### config.mk
export PLATFORM = sky130hd
export DESIGN_NAME = aes_round_sequencer_flat
export DESIGN_NICKNAME = d
export VERILOG_FILES = /design/src/rtl/aes_round_sequencer_if.sv /design/src/rtl/aes_round_sequencer.sv /design/src/flat_wrapper.sv
export SDC_FILE = /design/constraint.sdc
export NUM_CORES = 1
export LEC_CHECK = 0
export BUFFER_PORTS_ARGS = -buffer_cell sky130_fd_sc_hd__buf_4
export CAP_MARGIN = 20
export CORE_MARGIN = 1
export CORE_UTILIZATION = 40
export CTS_BUF_LIST = sky130_fd_sc_hd__clkbuf_4 sky130_fd_sc_hd__clkbuf_8
export DETAILED_ROUTE_END_ITERATION = 10
export PLACE_DENSITY_LB_ADDON = 0.08
export SETUP_SLACK_MARGIN = 0.3
export SLEW_MARGIN = 10
export SYNTH_ARGS = -nofsm -noshare
export SYNTH_HDL_FRONTEND = slang
export SYNTH_SLANG_ARGS = --single-unit
### constraint.sdc
create_clock -name clock -period 3.6 [get_ports clock]
set_input_delay 0.72 -clock clock [delete_from_list [all_inputs] [get_ports clock]]
set_output_delay 0.72 -clock clock [all_outputs]
set_load 0.1 [all_outputs]
### src/rtl/aes_round_sequencer_if.sv
// Handshake and round-control bundle between the AES round sequencer and its
// upstream staging register, round datapath and key-schedule store.
interface aes_round_sequencer_if;
   logic       in_valid;
   logic       in_ready;
   logic       decrypt;
   logic       mode_dec;
   logic       initial_add;
   logic       round_en;
   logic       final_round;
   logic [3:0] round_idx;
   logic       out_valid;
   logic       out_ready;
   logic       busy;

   modport master (
      output in_valid, decrypt, out_ready,
      input  in_ready, mode_dec, initial_add, round_en, final_round, round_idx,
             out_valid, busy
   );

   modport slave (
      input  in_valid, decrypt, out_ready,
      output in_ready, mode_dec, initial_add, round_en, final_round, round_idx,
             out_valid, busy
   );
endinterface

### src/rtl/aes_round_sequencer.sv
// Control FSM sequencing the initial AddRoundKey and NUM_ROUNDS cipher rounds for
// one block, with ascending (enc) or descending (dec) round-key indices.
module aes_round_sequencer #(
   parameter int unsigned NUM_ROUNDS = 10
) (
   input logic                   clock,
   input logic                   reset,
   aes_round_sequencer_if.slave  bus_io
);

   typedef enum logic [1:0] {StIdle, StInit, StRound, StDone} state_e;

   localparam logic [3:0] LastIdx = 4'(NUM_ROUNDS);

   state_e     state_q, state_d;
   logic [3:0] idx_q, idx_d;
   logic       mode_q, mode_d;
   logic       in_ready;
   logic       accept;
   logic       final_round;

   assign in_ready = (state_q == StIdle) | ((state_q == StDone) & bus_io.out_ready);
   assign accept   = bus_io.in_valid & in_ready;

   assign final_round = (state_q == StRound) &
                        ((~mode_q & (idx_q == LastIdx)) | (mode_q & (idx_q == 4'd0)));

   always_comb begin
      state_d = state_q;
      idx_d   = idx_q;
      mode_d  = mode_q;
      unique case (state_q)
         StIdle, StDone: begin
            // DONE with out_ready behaves like IDLE, giving back-to-back accept.
            if (accept) begin
               mode_d  = bus_io.decrypt;
               idx_d   = bus_io.decrypt ? LastIdx : 4'd0;
               state_d = StInit;
            end else if (state_q == StDone && bus_io.out_ready) begin
               state_d = StIdle;
            end
         end
         StInit: begin
            idx_d   = mode_q ? (LastIdx - 4'd1) : 4'd1;
            state_d = StRound;
         end
         StRound: begin
            if (final_round) begin
               state_d = StDone;
            end else begin
               idx_d = mode_q ? (idx_q - 4'd1) : (idx_q + 4'd1);
            end
         end
         default: state_d = StIdle;
      endcase
   end

   always_ff @(posedge clock) begin
      if (reset) begin
         state_q <= StIdle;
         idx_q   <= 4'd0;
         mode_q  <= 1'b0;
      end else begin
         state_q <= state_d;
         idx_q   <= idx_d;
         mode_q  <= mode_d;
      end
   end

   assign bus_io.in_ready    = in_ready;
   assign bus_io.mode_dec    = mode_q;
   assign bus_io.initial_add = (state_q == StInit);
   assign bus_io.round_en    = (state_q == StRound);
   assign bus_io.final_round = final_round;
   assign bus_io.round_idx   = idx_q;
   assign bus_io.out_valid   = (state_q == StDone);
   assign bus_io.busy        = (state_q == StInit) | (state_q == StRound);

endmodule
### src/flat_wrapper.sv
// flat-port wrapper written by rule: the top's interface ports become plain ports
module aes_round_sequencer_flat 
#(
   parameter int unsigned NUM_ROUNDS = 10
)
  (clock, reset, bus_io_in_valid, bus_io_decrypt, bus_io_out_ready, bus_io_in_ready, bus_io_mode_dec, bus_io_initial_add, bus_io_round_en, bus_io_final_round, bus_io_round_idx, bus_io_out_valid, bus_io_busy);
  aes_round_sequencer_if bus_io_i ();
  input logic clock;
  input logic reset;
  input wire logic [$bits(bus_io_i.in_valid)-1:0] bus_io_in_valid;
  input wire logic [$bits(bus_io_i.decrypt)-1:0] bus_io_decrypt;
  input wire logic [$bits(bus_io_i.out_ready)-1:0] bus_io_out_ready;
  output wire logic [$bits(bus_io_i.in_ready)-1:0] bus_io_in_ready;
  output wire logic [$bits(bus_io_i.mode_dec)-1:0] bus_io_mode_dec;
  output wire logic [$bits(bus_io_i.initial_add)-1:0] bus_io_initial_add;
  output wire logic [$bits(bus_io_i.round_en)-1:0] bus_io_round_en;
  output wire logic [$bits(bus_io_i.final_round)-1:0] bus_io_final_round;
  output wire logic [$bits(bus_io_i.round_idx)-1:0] bus_io_round_idx;
  output wire logic [$bits(bus_io_i.out_valid)-1:0] bus_io_out_valid;
  output wire logic [$bits(bus_io_i.busy)-1:0] bus_io_busy;
  assign bus_io_i.in_valid = bus_io_in_valid;
  assign bus_io_i.decrypt = bus_io_decrypt;
  assign bus_io_i.out_ready = bus_io_out_ready;
  assign bus_io_in_ready = bus_io_i.in_ready;
  assign bus_io_mode_dec = bus_io_i.mode_dec;
  assign bus_io_initial_add = bus_io_i.initial_add;
  assign bus_io_round_en = bus_io_i.round_en;
  assign bus_io_final_round = bus_io_i.final_round;
  assign bus_io_round_idx = bus_io_i.round_idx;
  assign bus_io_out_valid = bus_io_i.out_valid;
  assign bus_io_busy = bus_io_i.busy;
  aes_round_sequencer #(.NUM_ROUNDS(NUM_ROUNDS)) u_core (.clock(clock), .reset(reset), .bus_io(bus_io_i));
endmodule
# Word-level counts from Yosys, hierarchy flattened
# Index checks and enable logic that the tools add are counted.
totals:
  regBits: 7
  input_bits: 5
  word_cells: 39
classes:
  muxes: 10
  addsub: 2
  n_reduce_logical: 7
  n_bitwise: 9
  n_eq_ne: 8
ops:
  columns: ["operator", "count"]
  rows:
  - ["$mux W4", 5]
  - ["$pmux W4 S3", 1]
  - ["$mux W2", 3]
  - ["$pmux W2 S3", 1]
  - ["$reduce_and A2 Y1", 3]
  - ["$and A1 B1 Y1", 5]
  - ["$add A4 B1 Y4 const B", 1]
  - ["$eq A2 B2 Y1 const B", 2]
  - ["$eq A4 B4 Y1 const B", 1]
  - ["$logic_not A4 Y1", 1]
  - ["$ne A2 B1 Y1 const B", 2]
  - ["$sub A4 B1 Y4 const B", 1]
  - ["$ne A3 B1 Y1 const B", 1]
  - ["$or A1 B1 Y1", 3]
  - ["$eq A2 B1 Y1 const B", 1]
  - ["$logic_not A2 Y1", 1]
  - ["$ne A2 B2 Y1 const B", 1]
  - ["$reduce_or A2 Y1", 1]
  - ["$logic_and A1 B1 Y1", 1]
  - ["$not A1 Y1", 1]

# Logic depth before layout (Yosys ltp)
# Gate-level depths: netlist (run 1).
depth:
  ltp_word: 6
  depth_mapped: 7
  mapped_depth_nobuf: 7

# Worst setup path after synthesis (run 1)
# OpenSTA, ideal clock, no wires.
synth_timing:
  kind: "flip-flop to output port"
  from: "register u_core.mode_q, in the netlist u_core.bus_io.mode_dec"
  to: "output bus_io_final_round"
  stages_incl_launch_ff: 4
  path_buffers: 0
  t_required_ns: 2.880
  arrival_ns: 2.320
  path_slack_ns: 0.560
  cell_sequence: "dfxtp_1 nor3b_2 o211ai_1 inv_1"
synth_via:
  elab_chain_len: 4
synth_lines:
  columns: ["item", "line", "source"]
  rows:
  - ["start, declared", "aes_round_sequencer.sv:17", "logic mode_q, mode_d;"]
  - ["start signal, assigned", "aes_round_sequencer.sv:66", "mode_q <= mode_d;"]
  - ["$not A1 Y1", "aes_round_sequencer.sv:26", "((~mode_q & (idx_q == LastIdx)) | (mode_q & (idx_q == 4'd0)));"]
  - ["$and A1 B1 Y1", "aes_round_sequencer.sv:26", null]
  - ["$or A1 B1 Y1 *", "aes_round_sequencer.sv:26", null]
  - ["$and A1 B1 Y1 *", "aes_round_sequencer.sv:25", "assign final_round = (state_q == StRound) &"]
  - ["end, declared", "flat_wrapper.sv:17", "output wire logic [$bits(bus_io_i.final_round)-1:0] bus_io_final_round;"]
# Every way passes the cells marked *; elsewhere a longest branch is shown, timed or not.

# Worst setup path in the final report (run 1)
# Same ends and word-level chain as after synthesis.

==> qor.txt, run 1 <==
Status: complete, no violations
Worst setup margin: 1.239 ns
Largest net degree at the start of global routing: 11
Synthesis-to-finish area growth: 27.75%
Detailed router's first-iteration violation count: 8
Arrival time at the worst endpoint: 1.64 ns
Ys Warns: 0
CP Capture Type: output port
I/O pins: 16
Clk sinks: 7
Die area: 1575 um2
Max Slew Vio Count: 0
Distinct cells, synth: 28
Clock buffer depth: 2
Avg WL per Cell: 12.21 um
Layout cells sized above 1: 0.2644
EDFF count, synth: 0
Final instance area: 725.7 um2
Starting Density: 0.4311
Gr usage total: 0.1770
Final hold violations: 0
Ys flop type: dfxtp_1
Largest family of logic cells by synthesized area: compound AO/OA/AOI/OAI gates
Most frequent cells in the layout: 15 x buf_4, 7 x inv_1, 7 x dfxtp_1, 6 x a21oi_1, 6 x ha_1
Critical Path Fanout Max: 9
MaxCap Viol Count: 0
FF-to-FF setup slack: 1.95 ns
Compound-gate portion of the synthesized area: 0.2775
Min-Delay Path Class: reg2reg
Period utilisation layout: 0.6557
TritonCTS clock tree: done
Mux cell area share after synthesis: 0.03744
GR Overflow Total: 0
Die X: 39.69 um
RSZ-0062 raised after global routing: no
Mapped cell area: 568.0 um2
Worst-Skew Late Latency: 0.24 ns
H-Tree Depth: 1
Global-route wire length before repair: 1821 um
Hold-fix buffers, CTS: 0
Post-cts resize count: 0
Ys async rst share: 0
Crit path time final: 2.361 ns
Antenna violations before repair: 0
Vias per cell: 5.480
Fmax: 423.6 MHz
FP Rows: 13
Placed Area: 695.7 um2
Synthesized Nets: 81
CTS buffer count: 3
Clock Skew: 0.001381 ns
Cell count after placement: 98
Synthesized flop and latch total: 7
Non-filler cells, final: 102
Core Area: 1318 um2
Setup TNS Final: 0 ns
Crit path kind: reg2out
Setup crit start kind: flop
Routability cong.: 0.8477
DP HPWL: 1009 um
Number of diodes: 0
Post-CTS setup buffer count: 0
Max_slew headroom: 0.7499
Synth Area in Simple Gates: 0.1872
Vias in the first global route: 459
Die Span Y: 39.69 um
Clk pin slew, worst setup/hold paths: 0.05 ns
Synth Area in Adders: 0.1674
Final Setup Violations: 0
Pre-CTS setup slack: 1.447 ns
Antenna violation net count after detailed routing: 0
Commonest non-fill, non-tap cell in the layout: buf_4
Root buf cell: clkbuf_4
DR pass1 iterations: 2
Avg Inst Size Synth: 8.233 um2
Post-Syn Instances: 69
WL final: 1245 um
Layout net count: 100
Drc violations: 0
Port buffer count: 15
Xor/xnor share of the synthesized area: 0.03084
Vias: 559
Data required, critical path: 2.88 ns
Tightest Pin Transition: 0.3735 ns
Sequential-to-total area share from yosys stat: 0.2467
worst max-delay path, cell delays in order, from the launching register on:
cell,delay (ns)
dfxtp_1,0.50
and3b_1,0.25
o211ai_1,0.34
inv_1,0.07
buf_4,0.24
sequential cells by signal, summed over array words and instances (netlist names):
signal / count
u_core.state_q: 2
u_core.bus_io.round_idx: 4
u_core.bus_io.mode_dec: 1
per-layer routing:
layer	vias to the layer above	track usage	wire, um
li1	287	-	-
met1	258	0.2290	643
met2	14	0.2582	552
met5	-	0	0
met3	0	0.03409	49
met4	0	0.1207	0
area by class of cell:
type	instances	area [um2]
fill	135	591.8
multi-input combinational	54	397.9
sequential	7	140.1
timing repair buffer	15	112.6
clock buffer	4	30.03
inverter	7	26.28
tap	15	18.77
cell families after synthesis:
logic type / after synthesis
and+or+nand+nor: 20
muxes: 2
adders and majority gates: 7
buffers and inverters: 8
xor gates and xnor gates: 2
DFF: 7
AOI/OAI and AO/OA: 23
stage by stage:
step,util,hold WS [ns]
3_3_place_gp,0.5280,0.5119
5_1_grt,0.5508,0.5702
6_report,0.5508,0.5223
3_5_place_dp,0.5280,0.5136
4_1_cts,0.5508,0.5200
2_1_floorplan,-,0.4776
synth_stat cells (2+ instances only):
cell type / instances / area (um2)
dfxtp_1: 7 / 140.1
inv_1: 7 / 26.28
a21oi_1: 6 / 30.03
ha_1: 6 / 75.07
nand2_1: 5 / 18.77
nand3_1: 4 / 20.02
nor2_1: 4 / 15.01
a21o_1: 3 / 22.52
o211ai_1: 3 / 22.52
o21ai_0: 3 / 15.01
a221oi_1: 2 / 17.52
o21a_1: 2 / 15.01
xor2_1: 2 / 17.52
path summary, 6_finish.rpt:
path / from / endpoint / cells past startpoint
setup / recovery: u_core.bus_io.mode_dec / bus_io_final_round / 4
hold / removal: u_core.state_q[1] / u_core.state_q[1] / 2
setup reg to reg: u_core.bus_io.mode_dec / u_core.bus_io.round_idx[3] / 5
hold reg to reg: u_core.state_q[1] / u_core.state_q[1] / 2
Power of run 1 is left out: the tool's default activity adds up to more than one toggle a clock period on the data nets, which glitch-free logic cannot reach.
==> run 2: changes to the inputs <==
- clock period: 3.6 -> 2.3 ns (I/O delays scaled with it)
==> qor.txt, run 2 (same netlist as run 1, synthesis figures left out) <==
Status: complete, no violations
Vias per cell: 5.400
Commonest non-fill, non-tap cell in the layout: buf_4
WL final: 1306 um
Max FFs per register: 4
Die X: 39.69 um
Largest stage delay on the critical path: 0.37 ns
Clock buffer depth: 2
Fillers: 121
Min-Delay Path Class: in2reg
Final Setup Violations: 0
Routability cong.: 0.8570
Drc violations: 0
Synthesis-to-finish area growth: 47.36%
CP top delay family: flip-flops
Clock Skew: 0.0005910 ns
Clk pin slew, worst setup/hold paths: 0.05 ns
Crit path kind: reg2out
Port buffer count: 15
Global-route wire length before repair: 2049 um
Max_slew headroom: 0.7804
Setup TNS Final: 0 ns
Fmax: 515.0 MHz
Crit path time final: 1.942 ns
Clk sinks: 7
DP HPWL: 1054 um
Max Slew Vio Count: 0
I/O pins: 16
CTS buffer count: 3
TritonCTS clock tree: done
Data required, critical path: 1.84 ns
Hold-fix buffers, CTS: 0
Final hold violations: 0
Gr usage total: 0.1934
Worst-Skew Late Latency: 0.24 ns
Starting Density: 0.4311
CP Capture Type: output port
Layout cells sized above 1: 0.4444
FF-to-FF setup slack: 0.67 ns
DR pass1 iterations: 4
Core Area: 1318 um2
Crit-path slowest cell: dfxtp_4
Critical Path Fanout Max: 8
Vias: 567
Die Span Y: 39.69 um
Root buf cell: clkbuf_4
Layout net count: 103
Vias in the first global route: 480
Detailed router's first-iteration violation count: 11
MaxCap Viol Count: 0
Largest net degree at the start of global routing: 11
RSZ-0062 raised after global routing: yes
Antenna violation net count after detailed routing: 0
Arrival time at the worst endpoint: 1.48 ns
Met2 Use GR: 0.2746
CP Cell Sequence: and3b_1 > o211ai_1 > clkinvlp_4 > buf_12
Avg WL per Cell: 12.44 um
GR peak layer: met1
Antenna violations before repair: 0
FP Rows: 13
Met3 Resource Use GR: 0.01705
H-Tree Depth: 1
Tightest Pin Transition: 0.3280 ns
Period utilisation layout: 0.8442
Most frequent cells in the layout: 17 x buf_4, 5 x inv_1, 5 x nand2_1
GR Overflow Total: 0
Die area: 1575 um2
Crit path buf inv count: 2
Setup crit start kind: flop
Number of diodes: 0
Met1 usage: 0.2896
[run 2: cell count changes in the layout (fill, tap and decap cells not counted), moves of 2 or more]
cell        before  now
dfxtp_2          0    4
inv_1            7    5
dfxtp_1          7    0
buf_4           15   17
ha_4             0    3
ha_1             6    3
clkinvlp_4       0    2
dfxtp_4          0    3
a21oi_1          6    4
[run 2: worst paths after layout]
kind              cells past startpoint                  startpoint                          to
setup / recovery                      4      u_core.bus_io.mode_dec          bus_io_final_round
hold / removal                        2                       reset           u_core.state_q[0]
setup reg to reg                      5      u_core.bus_io.mode_dec  u_core.bus_io.round_idx[1]
hold reg to reg                       2  u_core.bus_io.round_idx[2]  u_core.bus_io.round_idx[2]
[run 2: final cells by class]
type / instances / area, um2 / share of cell area
clock buffers: 4 / 30.03 / 0.03587
well taps: 15 / 18.77 / 0.02242
multi-input cells: 54 / 450.4 / 0.5381
repair buffers: 18 / 147.6 / 0.1764
flip-flops and latches: 7 / 156.4 / 0.1868
inverters: 7 / 33.78 / 0.04036
[run 2: per-layer routing]
layer | vias to the layer above | part of all wire
met4 | 0 | 0
met2 | 11 | 0.43
met3 | 0 | 0.032
li1 | 295 | -
met1 | 261 | 0.54
met5 | - | 0
[run 2: repair_timing]
action                                  CTS  global route
pin swaps                                 1             1
endpoints found under the setup margin    2             1
resized for setup                         3             3
setup buffers                             1             2
hold endpoints to repair                  0             0
[run 2: stage by stage]
step / cells / hold slack, ns / setup WS, ns / util / instance area, um2
3_5_place_dp: 98 / 0.4901 / 0.4147 / 0.5783 / 762.0
6_report: 105 / 0.4251 / 0.3583 / 0.6353 / 837.1
3_3_place_gp: 98 / 0.4938 / 0.4279 / 0.5783 / 762.0
4_1_cts: 103 / 0.4176 / 0.3070 / 0.6144 / 809.5
5_1_grt: 105 / 0.4217 / 0.2990 / 0.6353 / 837.1
2_1_floorplan: 69 / 0.5106 / 0.1077 / - / 634.4
Power of run 2 is left out for the same reason.
==> run 3: changes to the inputs <==
- clock period: 2.3 -> 1.7 ns (I/O delays scaled with it)
==> qor.txt, run 3 (same netlist as run 1, synthesis figures left out) <==
Routability cong.: 0.8484
Crit-path slowest cell: dfxtp_4
Crit path kind: reg2out
Drc violations: 0
Clk pin slew, worst setup/hold paths: 0.06 ns
Max Slew Vio Count: 0
FP Rows: 13
Port buffer count: 15
CP Capture Type: output port
Avg WL per Cell: 18.88 um
Arrival time at the worst endpoint: 1.41 ns
Vias: 705
DR pass1 iterations: 4
Gr usage total: 0.3095
PwrDens: 2208 nW/um2
Met2 Use GR: 0.5164
Crit path buf inv count: 3
TritonCTS clock tree: done
RR Startpoint: u_core.bus_io.mode_dec
Final Setup Violations: 1
Met1 usage: 0.3569
Commonest non-fill, non-tap cell in the layout: buf_4
FF-to-FF setup slack: 0.09 ns
Clock buffer depth: 2
Met3 Resource Use GR: 0.1023
Die area: 1575 um2
Fmax: 570.9 MHz
Clock Skew: 0.004366 ns
Hold-fix buffers, CTS: 0
Worst Setup SP: u_core.bus_io.mode_dec
Die Span Y: 39.69 um
H-Tree Depth: 1
I/O pins: 16
CP Cell Sequence: and3b_1 > o211ai_1 > buf_4 > clkinvlp_4 > buf_12
Root buf cell: clkbuf_4
Core Area: 1318 um2
Vias per cell: 6.130
Violated checks: negative setup slack
Antenna violation net count after detailed routing: 0
Most frequent cells in the layout: 16 x buf_4, 6 x buf_12, 6 x buf_6
CP top delay family: buffers and inverters
Worst-Skew Late Latency: 0.27 ns
GR Overflow Total: 0
Worst R2R Path Depth: 5
Starting Density: 0.4311
Max FFs per register: 4
Worst setup margin: -0.05165 ns
Die X: 39.69 um
Largest net degree at the start of global routing: 9
Clk sinks: 7
Min-Delay Path Class: in2reg
Final hold violations: 0
Vias in the first global route: 637
Hold path endpoint: u_core.bus_io.round_idx[1]
Antenna violations before repair: 0
Layout net count: 113
Detailed router's first-iteration violation count: 25
CTS buffer count: 3
GR peak layer: met2
Placed Area: 808.3 um2
Layout cells sized above 1: 0.6300
Number of diodes: 0
FF-to-FF End: u_core.bus_io.round_idx[1]
Static Leakage: 0.0004481 uW
Max_slew headroom: 0.7605
Cell count after placement: 99
Hold Startpoint: reset
Data required, critical path: 1.36 ns
MaxCap Viol Count: 0
Tightest Pin Transition: 0.3585 ns
Status: finished, violations left
Synthesis-to-finish area growth: 94.71%
WHS Path Cells: 2
Setup crit start kind: flop
Non-filler cells, final: 115
Global-route wire length before repair: 3001 um
Max VDD drop: 1.650 mV
DP HPWL: 1066 um
WL final: 2171 um
Largest stage delay on the critical path: 0.37 ns
Total Power: 2442 uW
Final instance area: 1106 um2
RSZ-0062 raised after global routing: yes
Crit path time final: 1.752 ns
Critical Path Fanout Max: 5
Period utilisation layout: 1.030
[run 3: where the power goes]
part           internal [uW]  leakage, uW  switching, uW  total [uW]
logic                    799     0.000368           1140        1940
registers                234    0.0000617           88.6         322
clock network            106    0.0000184           73.7         180
total                   1140     0.000448           1300        2440
[run 3: worst max-delay path by stage]
stage	slack [ns]	endpoint	depth (start not counted)
6_report	-0.05	bus_io_final_round	5
5_1_grt	-0.15	bus_io_final_round	5
4_1_cts	-0.06	bus_io_final_round	5
3_5_place_dp	0.06	bus_io_final_round	4
3_3_place_gp	0.1	bus_io_final_round	4
2_1_floorplan	-0.37	bus_io_final_round	3
[run 3: final cells by class]
class / count / area [um2]
Fill cell: 82 / 211.5
Multi-Input combinational cell: 54 / 549.3
Inverter: 7 / 38.79
Clock buffer: 4 / 30.03
Tap cell: 15 / 18.77
Timing Repair Buffer: 28 / 307.8
Sequential cell: 7 / 161.4
[run 3: worst register-to-register path: stages, from the launching register on]
cell,delay [ns]
dfxtp_4,0.36
buf_4,0.14
fa_1,0.49
nand2_1,0.07
mux2_4,0.27
a221oi_2,0.20
[run 3: repair_timing]
action,in CTS,in global routing
resized for setup,33,6
setup endpoints to repair,11,13
pin swaps,6,5
hold endpoints to repair,0,0
buffers inserted,11,1
[run 3: per-stage QoR]
stage	hold slack, ns	worst slack [ns]	TNS (ns)	utilization
global route	0.2995	-0.1468	-0.1720	0.8395
detailed placement	0.4956	0.06181	0	0.6135
CTS	0.2961	-0.06284	-0.06284	0.8148
finish	0.3010	-0.05165	-0.05165	0.8395
floorplan	0.3994	-0.3723	-1.156	-
global placement	0.4997	0.09854	0	0.6135
[run 3: routing by layer]
layer / wire length (um) / vias up
met1: 870 / 349
met3: 115 / 7
met2: 1141 / 34
met4: 44 / 0
li1: - / 315
met5: 0 / -
No activity file was read; power rests on OpenSTA's default activity.
